===== config.mk =====
export PLATFORM = sky130hd
export DESIGN_NAME = mdio_receptor_c45
export DESIGN_NICKNAME = d
export VERILOG_FILES = /design/src/rtl/mdio_pkg.sv /design/src/rtl/mdio_preamble_det.sv /design/src/rtl/mdio_receptor_c45.sv
export SDC_FILE = /design/constraint.sdc
export NUM_CORES = 1
export LEC_CHECK = 0
export CORE_MARGIN = 10
export CORE_UTILIZATION = 35
export CTS_CLUSTER_SIZE = 20
export DETAILED_ROUTE_END_ITERATION = 7
export GPL_TIMING_DRIVEN = 0
export PLACE_DENSITY = 0.57
export SYNTH_ARGS = -nofsm -noshare
export SYNTH_HDL_FRONTEND = slang
export SYNTH_SLANG_ARGS = --single-unit

===== constraint.sdc =====
create_clock -name MDC -period 2.6 [get_ports MDC]
set_input_delay 0.26 -clock MDC [delete_from_list [all_inputs] [get_ports MDC]]
set_output_delay 0.26 -clock MDC [all_outputs]
set_load 0.01 [all_outputs]

===== src/rtl/mdio_pkg.sv =====
`default_nettype none
// ============================================================================
// Module  : mdio_pkg
// Purpose : Shared MDIO frame codes, FSM states, bit positions and frame decode.
// Rev     : 1.0
// ============================================================================
package mdio_pkg;

    localparam logic [1:0] ST_CL22   = 2'b01;
    localparam logic [1:0] ST_CL45   = 2'b00;
    localparam logic [1:0] OP22_WR   = 2'b01;
    localparam logic [1:0] OP22_RD   = 2'b10;
    localparam logic [1:0] OP45_ADDR = 2'b00;
    localparam logic [1:0] OP45_WR   = 2'b01;
    localparam logic [1:0] OP45_PRI  = 2'b10;
    localparam logic [1:0] OP45_RD   = 2'b11;
    localparam logic [1:0] TA_WRITE  = 2'b10;

    localparam logic [4:0] ST_END   = 5'd1;
    localparam logic [4:0] OP_END   = 5'd3;
    localparam logic [4:0] PHY_END  = 5'd8;
    localparam logic [4:0] REG_END  = 5'd13;
    localparam logic [4:0] TA_END   = 5'd15;
    localparam logic [4:0] DATA_END = 5'd31;

    typedef enum logic [2:0] {
        S_IDLE, S_ST, S_OP, S_PHYAD, S_REG, S_TA, S_DATA
    } state_t;

    typedef enum logic [2:0] {
        F_BAD, F_WR22, F_RD22, F_ADDR45, F_WR45, F_RD45, F_PRI45
    } frame_t;

    function automatic frame_t decode_frame(input logic [1:0] st, input logic [1:0] op,
                                            input logic cl45_en);
        frame_t f;
        f = F_BAD;
        if (st == ST_CL22) begin
            if (op == OP22_WR)      f = F_WR22;
            else if (op == OP22_RD) f = F_RD22;
        end else if (st == ST_CL45 && cl45_en) begin
            case (op)
                OP45_ADDR: f = F_ADDR45;
                OP45_WR:   f = F_WR45;
                OP45_PRI:  f = F_PRI45;
                default:   f = F_RD45;
            endcase
        end
        return f;
    endfunction

    function automatic logic is_read(input frame_t f);
        return (f == F_RD22) || (f == F_RD45) || (f == F_PRI45);
    endfunction

endpackage
`default_nettype wire


===== src/rtl/mdio_preamble_det.sv =====
`default_nettype none
// ============================================================================
// Module  : mdio_preamble_det
// Purpose : Saturating count of idle '1' bits; flags a frame start on '0'.
// Rev     : 1.0
// ============================================================================
module mdio_preamble_det #(
    parameter int PREAMBLE_MIN = 32
) (
    input  logic clk,
    input  logic rst,
    input  logic idle,
    input  logic mdio_bit,
    output logic start
);

    localparam int CW = (PREAMBLE_MIN > 0) ? $clog2(PREAMBLE_MIN + 1) : 1;

    logic [CW-1:0] count;
    logic          min_met;

    // Count saturates at the minimum, so reaching it is an equality test.
    generate
        if (PREAMBLE_MIN == 0) begin : g_no_min
            assign min_met = 1'b1;
        end else begin : g_min
            assign min_met = (count == CW'(PREAMBLE_MIN));
        end
    endgenerate

    always_ff @(posedge clk or posedge rst) begin
        if (rst) begin
            count <= '0;
        end else if (idle && mdio_bit) begin
            if (!min_met) count <= count + CW'(1);
        end else begin
            count <= '0;
        end
    end

    assign start = idle && !mdio_bit && min_met;

endmodule
`default_nettype wire


===== src/rtl/mdio_receptor_c45.sv =====
`default_nettype none
// ============================================================================
// Module  : mdio_receptor_c45
// Purpose : PHY-side MDIO target, Clause 22/45 framing, one register access per frame.
// Rev     : 1.0
// ============================================================================
module mdio_receptor_c45
    import mdio_pkg::*;
#(
    parameter int PREAMBLE_MIN = 32,
    parameter bit CL45_EN      = 1'b1,
    parameter bit BCAST_EN     = 1'b1
) (
    input  logic        MDC,
    input  logic        RESET,
    input  logic [4:0]  PHY_ADDR,
    input  logic        MDIO_OUT,
    input  logic        MDIO_OE,
    output logic        MDIO_IN,
    output logic        MDIO_IN_EN,
    output logic [15:0] ADDR,
    output logic [4:0]  DEVAD,
    output logic [15:0] WR_DATA,
    output logic        WR_STB,
    output logic        RD_STB,
    input  logic [15:0] RD_DATA,
    output logic        MDIO_DONE,
    output logic        FRAME_ERR
);

    state_t      state;
    frame_t      frame;
    frame_t      frame_dec;
    logic [4:0]  bit_idx;
    logic [14:0] sh;
    logic [15:0] rd_sh;
    logic [4:0]  field;
    logic        hit;
    logic        mdio_bit;
    logic        start;

    assign mdio_bit  = MDIO_OE ? MDIO_OUT : 1'b1;
    assign field     = {sh[3:0], mdio_bit};
    assign frame_dec = decode_frame(sh[2:1], {sh[0], mdio_bit}, CL45_EN);

    mdio_preamble_det #(.PREAMBLE_MIN(PREAMBLE_MIN)) u_pre (
        .clk      (MDC),
        .rst      (RESET),
        .idle     (state == S_IDLE),
        .mdio_bit (mdio_bit),
        .start    (start)
    );

    always_ff @(posedge MDC or posedge RESET) begin
        if (RESET) begin
            state      <= S_IDLE;
            frame      <= F_BAD;
            bit_idx    <= '0;
            sh         <= '0;
            rd_sh      <= '0;
            hit        <= 1'b0;
            MDIO_IN    <= 1'b0;
            MDIO_IN_EN <= 1'b0;
            ADDR       <= '0;
            DEVAD      <= '0;
            WR_DATA    <= '0;
            WR_STB     <= 1'b0;
            RD_STB     <= 1'b0;
            MDIO_DONE  <= 1'b0;
            FRAME_ERR  <= 1'b0;
        end else begin
            WR_STB    <= 1'b0;
            RD_STB    <= 1'b0;
            MDIO_DONE <= 1'b0;
            FRAME_ERR <= 1'b0;
            sh        <= {sh[13:0], mdio_bit};
            bit_idx   <= bit_idx + 5'd1;
            case (state)
                S_IDLE: begin
                    bit_idx <= 5'd1;
                    if (start) state <= S_ST;
                end
                S_ST: if (bit_idx == ST_END) state <= S_OP;
                S_OP: if (bit_idx == OP_END) begin
                    frame <= frame_dec;
                    if (frame_dec == F_BAD) begin
                        FRAME_ERR <= 1'b1;
                        state     <= S_IDLE;
                    end else begin
                        state <= S_PHYAD;
                    end
                end
                S_PHYAD: if (bit_idx == PHY_END) begin
                    // Broadcast never answers a read: two PHYs would fight over MDIO.
                    hit   <= (field == PHY_ADDR) || (BCAST_EN && (field == 5'd0) && !is_read(frame));
                    state <= S_REG;
                end
                S_REG: if (bit_idx == REG_END) begin
                    state <= S_TA;
                    if (hit) begin
                        if (frame == F_WR22 || frame == F_RD22) begin
                            ADDR  <= {11'b0, field};
                            DEVAD <= '0;
                        end else begin
                            DEVAD <= field;
                        end
                        RD_STB <= is_read(frame);
                    end
                end
                S_TA: begin
                    if (hit && is_read(frame)) begin
                        if (bit_idx == TA_END) begin
                            MDIO_IN <= rd_sh[15];
                            rd_sh   <= {rd_sh[14:0], 1'b0};
                        end else begin
                            MDIO_IN_EN <= 1'b1;
                            MDIO_IN    <= 1'b0;
                            rd_sh      <= RD_DATA;
                        end
                    end
                    if (bit_idx == TA_END) begin
                        if (hit && !is_read(frame) && ({sh[0], mdio_bit} != TA_WRITE)) begin
                            FRAME_ERR <= 1'b1;
                            state     <= S_IDLE;
                        end else begin
                            state <= S_DATA;
                        end
                    end
                end
                S_DATA: begin
                    if (bit_idx == DATA_END) begin
                        state <= S_IDLE;
                        if (hit) begin
                            MDIO_DONE  <= 1'b1;
                            MDIO_IN_EN <= 1'b0;
                            MDIO_IN    <= 1'b0;
                            case (frame)
                                F_WR22, F_WR45: begin
                                    WR_STB  <= 1'b1;
                                    WR_DATA <= {sh[14:0], mdio_bit};
                                end
                                F_ADDR45: ADDR <= {sh[14:0], mdio_bit};
                                F_PRI45:  ADDR <= ADDR + 16'd1;
                                default: ;
                            endcase
                        end
                    end else if (hit && is_read(frame)) begin
                        MDIO_IN <= rd_sh[15];
                        rd_sh   <= {rd_sh[14:0], 1'b0};
                    end
                end
                default: state <= S_IDLE;
            endcase
        end
    end

endmodule
`default_nettype wire

; Word level (Yosys, flattened, before mapping)
; Cells that the tools add are included.
[word_totals]
ff_bits = 92
latch_bits = 0
ram_bits = 0
rom_bits = 0
input_bits = 25
out_inout_bits = 43
word_cells = 148
n_memories = 0
[classes]
n_addsub = 3
n_mul = 0
n_div = 0
order_cmp = 0
eq_ne = 42
shift = 0
muxes = 57
bitwise_logic = 0
n_reduce_logical = 30
[op_table]
columns = op, n
row1 = 16-bit two-way mux, 9
row2 = 16-bit case mux with 2 select lines, 3
row3 = 3-bit two-way mux, 11
row4 = "2-bit inequality test, second input constant", 16
row5 = 1-bit two-way mux, 23
row6 = 3-bit case mux with 7 select lines, 1
row7 = "3-bit equality test, second input constant", 6
row8 = "16-bit by 1-bit adder with 16-bit output, second input constant", 1
row9 = "5-bit by 4-bit equality test with 1-bit output, second input constant", 3
row10 = 7-bit AND reduction, 2
row11 = "3-bit by 2-bit equality test with 1-bit output, second input constant", 4
row12 = 6-bit two-way mux, 2
row13 = 4-bit AND reduction, 3
row14 = 5-bit two-way mux, 2
row15 = 3-bit case mux with 3 select lines, 1
row16 = 1-bit logical AND, 7
row17 = "6-bit by 1-bit adder with 6-bit output, second input constant", 1
row18 = "3-bit by 1-bit equality test with 1-bit output, second input constant", 2
row19 = "6-bit equality test, second input constant", 1
row20 = 3-bit logical NOT, 2
row21 = "3-bit inequality test, second input constant", 2
row22 = 1-bit case mux with 2 select lines, 3
row23 = "5-bit by 1-bit adder with 5-bit output, second input constant", 1
row24 = "5-bit by 1-bit equality test with 1-bit output, second input constant", 1
row25 = 16 further kinds, 25

; Longest topological paths before layout
; Gate-level depths: netlist (run 1).
[logic_depth]
depth_word = 9
mapped_depth = 8
depth_no_buf = 8

; By module
; A second synthesis (run 1) with hierarchy kept.
[hier_totals]
hier_cells = 432
hier_area_um2 = 4509.3
[modules_own_cells]
columns = module, n_inst, cells_per_inst, area_per_inst_um2, seq_area_each_um2
row1 = mdio_receptor_c45, 1, 397, 4162.7, 2152.1
row2 = mdio_preamble_det, 1, 35, 346.6, 150.1

; Least setup slack after synthesis (run 1)
; No wires, ideal clock.
[synth_path]
kind = reg-to-reg
from = register bit_idx[0]
to = register WR_DATA[1]
setup_time_ns = 0.125
arrival_ns = 1.941
required_time_ns = 2.475
slack_ns = 0.534
stages_incl_launch_ff = 8
path_buffers = 1
synth_period_minus_slack_ns = 2.066
path_cell_list = dfrtp_1 > ha_1 > and3_1 > ha_1 > nand3_4 > nor3_4 > buf_6 > mux2_4
[synth_via]
elab_chain_len = 2
[synth_rtl]
columns = item, line
row1 = start: declaration, mdio_receptor_c45.sv:34  ; logic [4:0] bit_idx;
row2 = start signal: assignment, mdio_receptor_c45.sv:77  ; bit_idx <= bit_idx + 5'd1;
row3 = 5-bit equality test, mdio_receptor_c45.sv:131  ; if (bit_idx == DATA_END) begin
row4 = 4-bit AND reduction (no line), --
row5 = end signal: assignment, mdio_receptor_c45.sv:140  ; WR_DATA <= {sh[14:0], mdio_bit};
row6 = end: declaration, mdio_receptor_c45.sv:23  ; output logic [15:0] WR_DATA,
; No other way between the ends.
; A chain may end at the register's enable or synchronous reset.

; Worst setup path in the final report (run 1)
[layout_path]
from = register bit_idx[0]
to = register WR_DATA[7]
; The elaborated chain is that of the path after synthesis.

==> results.yml, run 1 <==
placement:
  gp_congestion: 0.814
  hpwl_um: 8060
  portBuffers: 67
  place_ws_ns: -0.270
  placed_cells: 671
floorplanning:
  fp.dieArea_mm2: 0.0179
  pin_count: 68
  core_mm2: 0.0126
  initial_core_util: 0.359
  die_h_um: 134
  rows: 41
  die_w_um: 134
worst_setup_path:
  rrSetupSlack_ns: 0.24
  endpoint_kind: "register"
  cp_max_fo: 10
  critPathArrivalTime_ns: 2.59
  worst-path-stages: 7
  critPathRequiredTime_ns: 2.83
  cp-start-kind: "register"
  critical_path_class: "register to register"
  crit_family: "simple AND/OR/NAND/NOR gates"
  critical_path.slowest_cell: "nor3_4"
  path_buf_inv: 1
  cp_cell_sequence: "ha_1, and3_1, ha_1, nand3_4, nor3_4, buf_6, mux2_4"
  path_common_cell: "ha_1"
  reg2reg_depth: 7
  cpPeakStageDelay_ns: 0.45
  r2r-start: "bit_idx[0]$_DFF_PP0_"
  worst_r2r_endpoint: "WR_DATA[7]$_DFFE_PP0P_"
sta:
  setup_slack_ns: 0.238
  drv_slew: 0
  skew_ns: 0.0111
  worst_pin_slew_ns: 0.903
  timing.fmax_mhz: 423
  rsz0062_at_grt: "false"
  finalCritPeriodShare: 0.909
  whs_ns: 0.376
  finalSetupViolCount: 0
  slew_headroom: 0.392
  finalHoldViolations: 0
  period_minus_slack_ns: 2.36
yosys:
  synth_seq_cells: 92
  synth_warnings: 0
  synth.area.top_cells: "dfrtp_1, mux2i_1, ha_1"
  synth_area_mm2: 0.00453
  synth_cell_types: 64
  synth_fp_nets: 468
  syn_inst: 430
  synth_ff_type: "dfrtp_1"
  synth_top_area_cell: "dfrtp_1"
  synthArstFlopShare: 1.00
  yosysMostFrequentCell: "dfrtp_1"
  synth_edf_count: 0
  syn_area_per_cell_um2: 10.5
  seq_area_frac_synth: 0.509
  synth_top_area_frac: 0.509
  synthTopCellsByCount: "dfrtp_1, nand2_1, nor2_1"
finish:
  multi_input_area_mm2: 0.00203
  finalNonFillerCells: 687
  drive_gt1_frac: 0.138
  nets: 548
  area_growth_pct: 27.6
  num-fill-cells: 1231
  register_area_mm2: 0.00230
  antenna-diode-count: 0
drt:
  drt_iter0_drc: 234
  drt-total-wl_um: 10900
  first_pass_iters: 5
  wl_per_cell_um: 15.8
  wl_met3_um: 558
  ant_nets: 0
  wl_met2_um: 5400
  wirelength_met1_um: 4770
  vias: 3529
  via_per_inst: 5.14
  top_layer_used: "met4"
  drc_errors: 0
global_routing:
  grt_pass1_wl_um: 18300
  grt_pass1_vias: 3621
  globalRouteTotalUtil: 0.124
  grt_max_degree: 42
  antenna_found_initial: 0
  overflow: 0
min_path:
  hold_end: "sh[3]$_DFF_PP0_"
  hold_depth: 0
  hold_class: "register to register"
  hold_start: "sh[2]$_DFF_PP0_"
clock_network:
  cts_tree: "built"
  cts_hold_buf: 0
  cts_num_sinks: 92
  root_buffer: "clkbuf_16"
  insertion_delay_ns: 0.35
  clockBufferDepth: 2
  htree_levels: 3
  clkSlewWorstSetupHoldPaths_ns: 0.07
  cts_buffers: 9
pwr:
  power_w: 0.00343
  sw_frac_of_total: 0.260
  intPower_w: 0.00254
  p_comb_frac: 0.131
  seqPwrFrac: 0.458
  power_switching_w: 0.000894
  power_density_mw_per_mm2: 595
  irDropWorstVdd_v: 0.000294
  pwr-share-clk: 0.410
  p_leak_nw: 2.56
job:
  cap_violations: 0
run_status:
  status: "complete, no violations"
## state kept, by name, indices dropped and copies added, names as in the netlist, 3 cells and up
register and cells:
ADDR 16, DEVAD 5, WR_DATA 16, bit_idx 5, frame 3, rd_sh 16
sh 15, state 3, u_pre.count 6
## what timing repair did
action	CTS	global route
endpoints found under the setup margin	0	2
buffers inserted	0	0
gates resized for setup	0	1
## layout by cell type (no fill, tap or decap), types with 5 or more instances in the layout
| cell type | n |
|---|---|
| a21oi_1 | 12 |
| a32oi_1 | 7 |
| and3_1 | 5 |
| buf_2 | 7 |
| clkbuf_1 | 5 |
| clkbuf_16 | 9 |
| clkdlybuf4s50_1 | 67 |
| dfrtp_1 | 92 |
| ha_1 | 13 |
| inv_1 | 20 |
| mux2_2 | 9 |
| mux2_4 | 7 |
| mux2i_1 | 17 |
| nand2_1 | 40 |
| nand2b_1 | 5 |
| nand3_1 | 14 |
| nor2_1 | 35 |
| nor3_1 | 7 |
| nor4_1 | 6 |
| o21ai_0 | 32 |
| o21ai_1 | 12 |
| o21ai_2 | 5 |
| xnor2_1 | 5 |
| xor2_1 | 7 |
## per-stage QoR
stage	area (um2)	setup TNS (ns)	utilization
final	5780	0	0.458
after global placement	5420	-0.356	0.429
after global routing	5780	0	0.458
after CTS	5770	0	0.457
after detailed placement	5460	-0.556	0.432
after floorplan	4530	0	-
## cell type report
class,instances,area share
plain buffers,19,0.0208
clock buffers,10,0.0396
clock inverters,6,0.0154
inverters,21,0.0143
multi-input cells,298,0.351
flip-flops and latches,92,0.399
well taps,172,0.0373
repair buffers,69,0.123
## logic make-up after synthesis
kind of cell,after synthesis,share of synthesized area
xor+xnor,12,0.0232
mux,33,0.0832
compound gates,101,0.147
flops,92,0.509
simple gates,139,0.158
fa+ha+maj,13,0.0359
buf+inv,40,0.0440
## power groups by stage
| stage | logic [W] | registers, W | clock network, W |
|---|---|---|---|
| after floorplan | 0.000326 | 0.00158 | 0 |
| after global placement | 0.000433 | 0.00160 | 0 |
| after detailed placement | 0.000455 | 0.00160 | 0 |
| after CTS | 0.000456 | 0.00158 | 0.00143 |
| after global routing | 0.000513 | 0.00159 | 0.00149 |
| final | 0.000451 | 0.00157 | 0.00141 |
## how the worst max path moves through the flow
| stage | start | endpoint | slack, ns |
|---|---|---|---|
| floorplan | bit_idx[0]$_DFF_PP0_ | WR_DATA[1]$_DFFE_PP0P_ | 0.53 |
| CTS | MDIO_OE | state[0]$_DFFE_PP0P_ | 0.08 |
| detailed placement | MDIO_OE | state[0]$_DFFE_PP0P_ | -0.27 |
| global route | bit_idx[0]$_DFF_PP0_ | WR_DATA[7]$_DFFE_PP0P_ | 0.06 |
| finish | bit_idx[0]$_DFF_PP0_ | WR_DATA[7]$_DFFE_PP0P_ | 0.24 |
| global placement | MDIO_OE | state[0]$_DFFE_PP0P_ | -0.21 |
## metal layers
metal / GRT usage / up-vias
met1: 0.150 / 1741
met5: 0 / -
met4: 0.0357 / 0
met3: 0.0380 / 15
li1: - / 1692
met2: 0.207 / 81
Note: power is estimated with default switching activity, not from simulation.
==> run 2: changes to the inputs <==
--- a/config.mk
+++ b/config.mk
@@ -5,12 +5,13 @@
 export SDC_FILE = /design/constraint.sdc
 export NUM_CORES = 1
 export LEC_CHECK = 0
+export ABC_AREA = 1
 export CORE_MARGIN = 10
 export CORE_UTILIZATION = 35
 export CTS_CLUSTER_SIZE = 20
 export DETAILED_ROUTE_END_ITERATION = 7
 export GPL_TIMING_DRIVEN = 0
-export PLACE_DENSITY = 0.57
+export PLACE_DENSITY = 0.56
 export SYNTH_ARGS = -nofsm -noshare
 export SYNTH_HDL_FRONTEND = slang
 export SYNTH_SLANG_ARGS = --single-unit
==> results.yml, run 2 <==
run_status:
  status: "complete, no violations"
worst_setup_path:
  critPathRequiredTime_ns: 2.83
  r2r-start: "bit_idx[0]$_DFF_PP0_"
  worst_r2r_endpoint: "ADDR[13]$_DFFE_PP0P_"
  endpoint_kind: "register"
  cp-start-kind: "register"
  rrSetupSlack_ns: 0.45
  critPathArrivalTime_ns: 2.39
  cp_cell_sequence: "ha_1, inv_1, nor2_1, ha_1, inv_1, nand2_1, nand2_1, nor2_1, nand2_1, nor2_1, a21oi_2"
  critical_path_class: "register to register"
  crit_family: "simple AND/OR/NAND/NOR gates"
  path_buf_inv: 2
  critical_path.slowest_cell: "dfrtp_1"
  reg2reg_depth: 11
  cpPeakStageDelay_ns: 0.42
  cp_max_fo: 7
yosys:
  seq_area_frac_synth: 0.489
  synth_top_family_by_area: "simple AND/OR/NAND/NOR gates"
  syn_area_per_cell_um2: 7.85
  synth_ff_type: "dfrtp_1"
  synthArstFlopShare: 1.00
  synth_edf_count: 0
  synth_top_area_frac: 0.489
  synth_xor_area_frac: 0.0130
  synth_area_mm2: 0.00471
  synth_fp_nets: 638
  synth-compound-area-share: 0.0882
  yosysMostFrequentCell: "nand2_1"
  syn_inst: 600
  synth.area.top_cells: "dfrtp_1, nand2_1, nor2_1"
  synthMuxAreaShare: 0
  synth_seq_cells: 92
  synth_fa_ha_area_frac: 0.0345
  synth_top_area_cell: "dfrtp_1"
  synth_warnings: 0
  synth_cell_types: 29
  synthSimpleGateAreaFrac: 0.302
  synthTopCellsByCount: "nand2_1, dfrtp_1, nor2_1"
finish:
  top_regs: "ADDR (16), WR_DATA (16), rd_sh (16)"
  final_common_cell: "nand2_1"
  finalNonFillerCells: 861
  multi_input_area_mm2: 0.00206
  num-fill-cells: 1325
  area_growth_pct: 26.3
  nets: 718
  drive_gt1_frac: 0.0803
  antenna-diode-count: 0
  register_area_mm2: 0.00230
  mostFrequentLayoutCells: "nand2_1, dfrtp_1, nor2_1"
floorplanning:
  rows: 42
  pin_count: 68
  initial_core_util: 0.357
  fp.dieArea_mm2: 0.0185
  core_mm2: 0.0132
  die_h_um: 136
  die_w_um: 136
sta:
  finalHoldViolations: 0
  finalCritPeriodShare: 0.828
  totalNegativeSetupSlack_ns: 0
  worst_pin_slew_ns: 0.656
  finalSetupViolCount: 0
  skew_ns: 0.00798
  slew_headroom: 0.561
  rsz0062_at_grt: "false"
  timing.fmax_mhz: 464
  drv_slew: 0
  whs_ns: 0.353
  period_minus_slack_ns: 2.15
drt:
  vias: 4124
  via_per_inst: 4.79
  drt_iter0_drc: 291
  wl_per_cell_um: 13.8
  drc_errors: 0
  ant_nets: 0
  first_pass_iters: 5
  drt-total-wl_um: 11900
clock_network:
  cts_num_sinks: 92
  clkSlewWorstSetupHoldPaths_ns: 0.07
  clockBufferDepth: 2
  cts_buffers: 9
  cts_hold_buf: 0
  cts_tree: "built"
  insertion_delay_ns: 0.35
  root_buffer: "clkbuf_16"
  htree_levels: 3
  post-cts-setup-buffers: 0
  cts_resized: 0
placement:
  gp_congestion: 0.935
  portBuffers: 67
  hpwl_um: 9120
  placed_cells: 845
pwr:
  power_density_mw_per_mm2: 825
  power_w: 0.00491
  p_leak_nw: 2.80
  irDropWorstVdd_v: 0.000432
job:
  cap_violations: 0
global_routing:
  grt_max_degree: 40
  grt_pass1_vias: 4024
  antenna_found_initial: 0
  globalRouteTotalUtil: 0.135
  grt_pass1_wl_um: 20200
  overflow: 0
min_path:
  hold_class: "input pin to async pin"
==> run 2: worst max path at each step <==
stage | cells past startpoint | from | to | slack, ns
CTS | 11 | bit_idx[0]$_DFF_PP0_ | ADDR[13]$_DFFE_PP0P_ | 0.47
global route | 11 | bit_idx[0]$_DFF_PP0_ | ADDR[13]$_DFFE_PP0P_ | 0.26
global placement | 2 | RESET | rd_sh[8]$_DFFE_PP0P_ | 0.21
detailed placement | 15 | MDIO_OUT | state[1]$_DFFE_PP0P_ | 0.35
floorplan | 12 | bit_idx[0]$_DFF_PP0_ | ADDR[11]$_DFFE_PP0P_ | 0.86
finish | 11 | bit_idx[0]$_DFF_PP0_ | ADDR[13]$_DFFE_PP0P_ | 0.45
==> run 2: cell families (layout without fill, tap and decap cells) <==
logic type,count (synthesis),count (layout)
simple gates,336,336
xor+xnor,7,7
fa+ha+maj,13,13
compound gates,72,72
buf+inv,80,165
flops,92,92
==> run 2: area by class of cell <==
| type | instances | share of cell area |
|---|---|---|
| inverter | 68 | 0.0435 |
| clock buffer | 10 | 0.0402 |
| multi-input combinational | 428 | 0.346 |
| timing repair buffer | 69 | 0.119 |
| tap | 176 | 0.0370 |
| buffer | 12 | 0.0156 |
| clock inverter | 6 | 0.0107 |
| sequential | 92 | 0.387 |
==> run 2: layer usage <==
metal  global-route usage  part of all wire  wire length, um
met5                    0                 0                0
met4               0.0402             0.014              171
met3               0.0435             0.055              658
met2                0.213              0.47             5570
met1                0.172              0.46             5510
==> run 2: metrics by stage <==
| stage | util | cell area, um2 | worst slack, ns |
|---|---|---|---|
| floorplan | - | 4710 | 0.859 |
| global placement | 0.425 | 5610 | 0.211 |
| detailed placement | 0.428 | 5650 | 0.348 |
| CTS | 0.451 | 5950 | 0.468 |
| global route | 0.451 | 5950 | 0.258 |
| finish | 0.451 | 5950 | 0.447 |
==> run 2: where the power goes <==
| part | switching, W | internal [W] |
|---|---|---|
| sequential | 0.000290 | 0.00173 |
| clock | 0.000558 | 0.000769 |
| combinational | 0.000930 | 0.000633 |
==> run 3: changes to the inputs <==
==> constraint.sdc (replaced) <==
create_clock -name MDC -period 1.8 [get_ports MDC]
set_input_delay 0.18 -clock MDC [delete_from_list [all_inputs] [get_ports MDC]]
set_output_delay 0.18 -clock MDC [all_outputs]
set_load 0.01 [all_outputs]
==> results.yml, run 3 (synthesis gave the netlist of run 2 again) <==
run_status:
  status: "complete, no violations"
drt:
  drt-total-wl_um: 12400
  wl_per_cell_um: 14.0
  vias: 4177
  drt_iter0_drc: 258
  via_per_inst: 4.74
  drc_errors: 0
  first_pass_iters: 5
  ant_nets: 0
placement:
  portBuffers: 67
  gp_congestion: 0.935
  place_area_mm2: 0.00565
  hpwl_um: 9120
global_routing:
  globalRouteTotalUtil: 0.136
  overflow: 0
  grt_max_degree: 40
  grtUsageMet3: 0.0432
  grt_pass1_vias: 4074
  grt_pass1_wl_um: 20400
  use_met2: 0.217
  grt_busiest_layer: "met2"
  antenna_found_initial: 0
  grt_util_met1: 0.174
pwr:
  pwr-share-clk: 0.258
  p_comb_frac: 0.347
  power_switching_w: 0.00272
  power_density_mw_per_mm2: 1180
  irDropWorstVdd_v: 0.000610
  p_leak_nw: 2.93
  intPower_w: 0.00470
  sw_frac_of_total: 0.367
  seqPwrFrac: 0.395
sta:
  worst_pin_slew_ns: 0.662
  finalCritPeriodShare: 0.962
  rsz0062_at_grt: "true"
  drv_slew: 0
  timing.fmax_mhz: 577
  finalSetupViolCount: 0
  period_minus_slack_ns: 1.73
  finalHoldViolations: 0
  slew_headroom: 0.558
  skew_ns: 0.00605
  totalNegativeSetupSlack_ns: 0
clock_network:
  root_buffer: "clkbuf_16"
  cts_hold_buf: 0
  cts_tree: "built"
  clkSlewWorstSetupHoldPaths_ns: 0.06
  cts_num_sinks: 92
  cts_buffers: 9
  insertion_delay_ns: 0.35
  clockBufferDepth: 2
  htree_levels: 3
min_path:
  hold_class: "input pin to async pin"
worst_setup_path:
  cp_max_fo: 4
  reg2reg_depth: 12
  critical_path_class: "register to register"
  critPathRequiredTime_ns: 2.04
  crit_start: "bit_idx[1]$_DFF_PP0_"
  critPathArrivalTime_ns: 1.98
  endpoint_kind: "register"
  cp-start-kind: "register"
  r2r-start: "bit_idx[1]$_DFF_PP0_"
finish:
  drive_gt1_frac: 0.150
  antenna-diode-count: 0
  top_regs: "ADDR (16), WR_DATA (16), rd_sh (16)"
  post-route-util: 0.476
  mostFrequentLayoutCells: "nand2_1, dfrtp_1, clkdlybuf4s50_1"
  final_common_cell: "nand2_1"
  nets: 739
  postLayoutCellArea_mm2: 0.00628
  area_growth_pct: 33.3
floorplanning:
  rows: 42
  fp.dieArea_mm2: 0.0185
  pin_count: 68
  initial_core_util: 0.357
  core_mm2: 0.0132
  die_w_um: 136
  die_h_um: 136
job:
  cap_violations: 0
run 3: changes by cell type in the layout (fill, tap and decap cells not counted), moves of 4 or more:
cell,previous run,this run
buf_4,3,22
nor2_1,71,61
nand2_1,194,187
inv_1,62,56
nand2_4,0,6
nor2_2,3,8
nor2_4,5,10
ha_1,13,9
inv_2,4,8
run 3: power by group through the flow:
stage | sequential (W) | combinational [W] | clock (W)
2_1_floorplan | 0.00292 | 0.00144 | 0
3_3_place_gp | 0.00294 | 0.00221 | 0
3_5_place_dp | 0.00295 | 0.00227 | 0
4_1_cts | 0.00291 | 0.00235 | 0.00198
5_1_grt | 0.00300 | 0.00290 | 0.00206
6_report | 0.00293 | 0.00257 | 0.00192
run 3: final timing paths:
kind | endpoint | slack [ns]
max | ADDR[9]$_DFFE_PP0P_ | 0.07
min | DEVAD[4]$_DFFE_PP0P_ | 0.27
max reg2reg | ADDR[9]$_DFFE_PP0P_ | 0.07
min reg2reg | sh[14]$_DFF_PP0_ | 0.38
max in group asynchronous | rd_sh[5]$_DFFE_PP0P_ | 0.92
min in group MDC | sh[14]$_DFF_PP0_ | 0.38
run 3: cell type report:
class	count	area [um2]
fillers	1292	6910
repair buffers	92	886
flip-flops and latches	92	2300
clock buffers	10	239
clock inverters	6	63.8
inverters	68	267
multi-input cells	428	2210
well taps	176	220
plain buffers	10	88.8
run 3: per-stage QoR:
step | setup slack (ns) | cells | hold slack [ns] | power, W
after CTS | -0.00560 | 871 | 0.286 | 0.00724
after global placement | -0.509 | 843 | 0.360 | 0.00514
after global routing | -0.0355 | 882 | 0.306 | 0.00796
after floorplan | 0.0588 | 600 | 0.318 | 0.00436
after detailed placement | -0.372 | 845 | 0.364 | 0.00522
final | 0.0681 | 882 | 0.273 | 0.00742
run 3: layer usage:
| layer | up-vias | routed length, um |
|---|---|---|
| met5 | - | 0 |
| met4 | 0 | 144 |
| met3 | 13 | 680 |
| met2 | 103 | 5840 |
| met1 | 1950 | 5690 |
| li1 | 2111 | - |
run 3: repair_timing:
| action | in CTS | in global routing |
|---|---|---|
| pin swaps | 7 | 17 |
| gates resized for setup | 11 | 44 |
| cloned | 0 | 3 |
| endpoints found under the setup margin | 53 | 56 |
| setup buffers | 11 | 9 |
run 3: critical path: stages, from the launching register on:
cell and delay (ns):
dfrtp_1 0.42, ha_4 0.18, inv_4 0.04, nor2_4 0.12
ha_4 0.17, inv_2 0.05, nand2_4 0.09, nand3_4 0.08
nor2_4 0.14, buf_6 0.15, nand2_2 0.05, nor2_2 0.10
nor2_1 0.05
